==> src/rtl/lvds_serial_tx.sv <==
// MSB-first 8-bit serializer with a one-word holding register.
// Word boundaries are fixed by a free-running bit counter; idle words fill any gap.
module lvds_serial_tx #(
  parameter int                DATA_W    = 8,
  parameter logic [DATA_W-1:0] IDLE_WORD = 8'hBC
) (
  input  logic              lvds_clk,
  input  logic              rst,
  input  logic              tx_en,
  input  logic              s_valid,
  input  logic [DATA_W-1:0] s_data,
  output logic              s_ready,
  output logic              lvds_d,
  output logic              lvds_frame,
  output logic [15:0]       tx_cnt
);

  localparam int               CNT_W    = $clog2(DATA_W);
  localparam logic [CNT_W-1:0] LAST_BIT = CNT_W'(DATA_W - 1);

  logic [CNT_W-1:0]  bit_cnt;
  logic [DATA_W-1:0] shift_reg;
  logic [DATA_W-1:0] hold_data;
  logic              hold_full;

  logic load;
  logic accept;
  logic use_hold;
  logic send_data;

  assign load      = (bit_cnt == LAST_BIT);
  assign s_ready   = tx_en && (!hold_full || load);
  assign accept    = s_valid && s_ready;
  // A held word always goes ahead of a newly accepted one to preserve order.
  assign use_hold  = load && hold_full && tx_en;
  assign send_data = use_hold || (load && accept);

  assign lvds_d     = shift_reg[DATA_W-1];
  assign lvds_frame = (bit_cnt == '0);

  function automatic logic [DATA_W-1:0] next_word(
    input logic              from_hold,
    input logic              from_input,
    input logic [DATA_W-1:0] held,
    input logic [DATA_W-1:0] incoming
  );
    if (from_hold)
      return held;
    else if (from_input)
      return incoming;
    else
      return IDLE_WORD;
  endfunction

  always_ff @(posedge lvds_clk or posedge rst) begin
    if (rst) begin
      bit_cnt   <= '0;
      shift_reg <= IDLE_WORD;
      tx_cnt    <= '0;
    end else begin
      bit_cnt <= bit_cnt + 1'b1;
      if (load) begin
        shift_reg <= next_word(use_hold, accept, hold_data, s_data);
        if (send_data)
          tx_cnt <= tx_cnt + 16'd1;
      end else begin
        shift_reg <= {shift_reg[DATA_W-2:0], 1'b0};
      end
    end
  end

  // A word accepted on a load edge into an empty hold bypasses straight to the shifter.
  always_ff @(posedge lvds_clk or posedge rst) begin
    if (rst) begin
      hold_data <= '0;
      hold_full <= 1'b0;
    end else if (accept && !(load && !hold_full)) begin
      hold_data <= s_data;
      hold_full <= 1'b1;
    end else if (use_hold) begin
      hold_full <= 1'b0;
    end
  end

endmodule

==> config.mk <==
export PLATFORM = sky130hd
export DESIGN_NAME = lvds_serial_tx
export DESIGN_NICKNAME = d
export VERILOG_FILES = /design/src/rtl/lvds_serial_tx.sv
export SDC_FILE = /design/constraint.sdc
export NUM_CORES = 1
export LEC_CHECK = 0
export ABC_AREA = 1
export CAP_MARGIN = 20
export CORE_MARGIN = 2
export CORE_UTILIZATION = 47
export DETAILED_ROUTE_END_ITERATION = 7
export GPL_ROUTABILITY_DRIVEN = 1
export GPL_TIMING_DRIVEN = 0
export HOLD_SLACK_MARGIN = 0.02
export PLACE_DENSITY = 0.75
export SKIP_CTS_REPAIR_TIMING = 1
export SLEW_MARGIN = 20
export SYNTH_ARGS = -nofsm -noshare
export SYNTH_HDL_FRONTEND = slang
export SYNTH_SLANG_ARGS = --single-unit
==> constraint.sdc <==
create_clock -name lvds_clk -period 1.5 [get_ports lvds_clk]
set_input_delay 0.225 -clock lvds_clk [delete_from_list [all_inputs] [get_ports lvds_clk]]
set_output_delay 0.225 -clock lvds_clk [all_outputs]
set_load 0.01 [all_outputs]
Word level (Yosys, flattened, before mapping)
Cells that the tools add are included.
{"block": "word_totals", "out_inout_bits": 19, "wordCells": 27, "input_bits": 12, "register_bits": 36}
{"block": "classes", "n_mux": 5, "add_sub_neg": 2, "n_reduce_logical": 14, "n_eq_ne": 1}
{"operator": "two-way mux 8 bit", "n": 3}
{"operator": "adder 16 x 1 -> 16 bit (second input constant)", "n": 1}
{"operator": "logical AND 1 bit", "n": 7}
{"operator": "adder 3 x 1 -> 3 bit (second input constant)", "n": 1}
{"operator": "equality test 3 bit (second input constant)", "n": 1}
{"operator": "zero test 3 bit", "n": 1}
{"operator": "zero test 1 bit", "n": 2}
{"operator": "logical OR 1 bit", "n": 2}
{"operator": "two-way mux 1 bit", "n": 2}
{"operator": "AND reduction 2 bit", "n": 1}
{"operator": "nonzero test 2 bit", "n": 1}

Depth between registers and ports, before layout
{"block": "depth", "depth_word": 7, "mapped_depth": 10, "mapped_depth_nobuf": 10}

Least setup slack after synthesis
No wires, ideal clock.
{"block": "synth_path", "path_type": "flip-flop to flip-flop", "startpoint": "register bit_cnt[0]", "endpoint": "register tx_cnt[1]", "setup_time_ns": 0.125, "required_time_ns": 1.375, "synth_period_minus_slack_ns": 1.585, "path_stages_with_launch": 7, "arrival_time_ns": 1.460, "setup_slack_ns": -0.085, "n_path_buf": 1, "cell_sequence": "dfrtp_1 > ha_1 > ha_1 > nand2_1 > nor2_2 > buf_6 > mux2_2"}
{"block": "synth_via", "elab_chain_len": 7, "word_cells_on_any_way": 9, "cone_classes": "eq/ne: 1; reduce/logical: 8"}
{"item": "start, declared", "line_no": "21", "source": "logic [CNT_W-1:0] bit_cnt;"}
{"item": "start signal, assigned", "line_no": "61", "source": "bit_cnt <= bit_cnt + 1'b1;"}
{"item": "equality test 3 bit *", "line_no": "31", "source": "assign load = (bit_cnt == LAST_BIT);"}
{"item": "logical OR 1 bit", "line_no": "32", "source": "assign s_ready = tx_en && (!hold_full || load);"}
{"item": "logical AND 1 bit", "line_no": "32"}
{"item": "logical AND 1 bit", "line_no": "33", "source": "assign accept = s_valid && s_ready;"}
{"item": "logical AND 1 bit", "line_no": "36", "source": "assign send_data = use_hold || (load && accept);"}
{"item": "logical OR 1 bit", "line_no": "36"}
{"item": "AND reduction 2 bit (no source line) *"}
{"item": "end signal, assigned", "line_no": "65", "source": "tx_cnt <= tx_cnt + 16'd1;"}
{"item": "end, declared", "line_no": "15", "source": "output logic [15:0] tx_cnt"}
Every way passes the cells marked *; elsewhere a longest branch is shown, timed or not.
A chain may end at the register's enable or synchronous reset.

Final worst setup path
{"block": "layout_path", "startpoint": "register bit_cnt[0]", "endpoint": "output s_ready"}
{"block": "layout_via", "elab_chain_len": 3}
{"item": "equality test 3 bit", "line_no": "31"}
{"item": "logical OR 1 bit", "line_no": "32"}
{"item": "logical AND 1 bit", "line_no": "32"}
{"item": "end, declared", "line_no": "12", "source": "output logic s_ready,"}
No other way between the ends.

==> run summary <==
The run finished, with violations left. In this run the remaining antenna-violating nets after routing total 0. The count of unresolved DRC violations after routing was 0; the required arrival time at the worst endpoint was 1.27 ns. Counting every net in the synthesized netlist gives 236. The H-tree generated during clock tree synthesis spans 2 levels. After the first detailed-routing iteration, the DRC count stood at 50. For the register area share after synthesis, the log shows 0.501. Global routing finished with a remaining overflow of 0. The clock reaches the later pin of the worst-skew pair after 0.29 ns. The run gives 0.156 ns as the worst hold slack. The top cell types in the final layout, fill and taps aside, are sky130_fd_sc_hd__nand2_1 (77), sky130_fd_sc_hd__dfrtp_1 (31), sky130_fd_sc_hd__inv_1 (28), sky130_fd_sc_hd__nor2_1 (25), sky130_fd_sc_hd__clkdlybuf4s50_1 (18). At the pin with the least slew margin, the transition time is 0.382 ns. Dividing the synthesized area by the synthesized cell count gives 8.24 sq um. The maximum buffer depth of the clock tree came out at 2.

The worst setup slack after layout was -0.117 ns. The total via count in the routed design is 1465, and the share of post-route cells with drive strength above 1 is 0.205. Static timing analysis puts the maximum clock frequency at 618 MHz. In this run the cell area of the synthesized design comes to 0.00181 sq mm. The last weighted congestion value of the routability-driven placer was 0.783. In the final routed layout, each cell accounts on average for 11.2 um. Clock tree synthesis found a total of 36 sinks. The top metal layer carrying routed signals was met4. The floorplan has 22 rows.

For the finished layout, the period the worst path requires is 1.62 ns. The tools report the count of yosys warnings during synthesis as 0. After routing the design area is 0.00248 sq mm. The first global-routing pass estimated 5.65 mm of wire. For the count of unique library cells instantiated by Yosys, the log shows 27.

Setup violations remaining at the end of the flow were counted as 27. Summed over all nets, wire length on met3 after detailed routing comes to 135 um. Overall power consumption after layout is estimated at 2.63 mW. Timing analysis after detailed placement gives a worst setup slack of -0.234 ns. For the area of the die, the log shows 0.00437 sq mm.

The final reports fail on negative setup slack. The number of flip-flops under the largest register name works out to 16. The type of the tightest min-delay check was input pin to asynchronous set/reset pin.

The number of nets in the finished design is 288, and the final worst clock skew is 0.00452 ns. The number of input and output port buffers inserted came out at 30. In this run the vertical extent of the chip is 66.1 um. STA classifies the critical path startpoint as a flip-flop.

Via count of the first global-routing pass: 1292. Summed over all cells, the static leakage comes to 1.39 nW. The wire length on met2 was 1.67 mm. Along the worst path, the maximum fanout reaches 5. The logs give 0.491 for the starting utilization of the core area and 0 for the max-cap violation count.

The total of flip-flops plus latches after synthesis came out at 36. The floorplan die width came out at 66.1 um. 31 I/O pins were placed. Compared with the post-synthesis result, the final layout area differs by 37.1%. Setup repair after global routing could not meet its margin everywhere. In this run the standard cell core region covers 0.00369 sq mm. For the arrival time of the worst setup path, the log shows 1.39 ns.

Wires add up to 3.60 mm. The met1 wire length was 1.75 mm; the clock transition time at the flip-flop clock pins of the worst setup and hold paths was 0.07 ns. The detailed-routing iteration count for the pre-antenna-repair pass was 4; the period utilization was 1.08. After detailed placement, the total cell area comes to 0.00220 sq mm. The count of antenna diodes in the layout is 0, and the post-synthesis cell count is 220.

The library cell used most frequently in the layout, excluding fill and tap cells, is sky130_fd_sc_hd__nand2_1. The tools report the setup slack of the worst register-to-register path as -0.07 ns. Once detailed placement completed, the half-perimeter wirelength came to 2.42 mm. The number of antenna violations at the first check in global routing was 0; the mean number of vias per cell was 4.56.

The critical path in this run is classified as flip-flop to output port. For the number of hold violations in the final report, the log shows 0. For the headroom to the max-slew limit, the log shows 0.745. The worst setup path is captured at an output port.

Worst ir drop on vdd: 928 uV. TritonCTS built the clock tree. The tree is rooted in a sky130_fd_sc_hd__clkbuf_8. The overall fraction of global-route tracks in use is 0.172, and the total clock buffers created by CTS is 5. The power density of the placed cells came out at 1060 mW/mm^2.

Entering global routing, the biggest net connects 30 pins. The final max-slew violation count was 0.
-- cell families after synthesis --
logic type | after synthesis | synth area share
AO/OA/AOI/OAI | 11 | 0.0463
AND/OR/NAND/NOR | 124 | 0.298
multiplexers | 1 | 0.00622
flip-flops | 36 | 0.501
adder cells (fa/ha/maj) | 4 | 0.0276
buffers and inverters | 35 | 0.0773
XOR/XNOR | 9 | 0.0435
-- report_power, final --
group          internal [mW]  total, mW  switching [mW]
logic                  0.291      0.547           0.256
clock network          0.373      0.725           0.352
registers               1.22       1.36           0.140
-- critical path, cell delays in order, from the launching register on --
cell and delay (ns):
sky130_fd_sc_hd__dfrtp_1 0.36, sky130_fd_sc_hd__ha_2 0.19, sky130_fd_sc_hd__ha_4 0.20, sky130_fd_sc_hd__inv_6 0.05, sky130_fd_sc_hd__a21boi_4 0.17, sky130_fd_sc_hd__buf_6 0.13
-- metrics by stage --
step	util	cells	TNS, ns
after floorplan	-	220	0
after global placement	0.592	298	-14.03
after detailed placement	0.598	299	-2.06
after CTS	0.623	307	-2.91
after global routing	0.673	321	-4.52
final	0.673	321	-1.02
-- cell usage after synthesis (all sizes together) --
library cell	number	area (sq um)
dfstp	5	131
xor2	3	26.3
ha	4	50.1
xnor2	6	52.6
o21ai	8	43.8
a21oi	2	21.3
inv	32	120
mux2	1	11.3
nand4	4	40.0
buf	2	16.3
clkbuf	1	3.75
nor2	30	128
nand3b	2	15.0
nand2	82	315
a21boi	1	18.8
nand3	6	42.5
dfrtp	31	776
-- metal layers --
| metal | global-route usage | vias up |
|---|---|---|
| met5 | 0 | - |
| met4 | 0.0689 | 0 |
| met3 | 0.0511 | 6 |
| met2 | 0.260 | 22 |
| met1 | 0.229 | 672 |
| li1 | - | 765 |
-- path summary, 6_finish.rpt --
kind | startpoint | to | depth (start not counted)
setup reg to reg | bit_cnt[0]$_DFF_PP0_ | tx_cnt[1]$_DFFE_PP0P_ | 6
min in group lvds_clk | shift_reg[0]$_DFF_PP0_ | shift_reg[1]$_DFF_PP0_ | 2
max in group asynchronous | rst | shift_reg[3]$_DFF_PP1_ | 3
setup / recovery | bit_cnt[0]$_DFF_PP0_ | s_ready | 5
hold / removal | rst | hold_data[4]$_DFFE_PP0P_ | 2
hold reg to reg | shift_reg[0]$_DFF_PP0_ | shift_reg[1]$_DFF_PP0_ | 2
-- final cells by class --
cell class	instances	area [sq um]
timing repair buffer	45	447
clock buffer	7	86.3
tap	48	60.1
buffer	3	31.3
fill	322	1200
multi-input combinational	149	820
inverter	32	125
sequential	36	907
clock inverter	1	7.51
(Power assumes the default switching activity.)
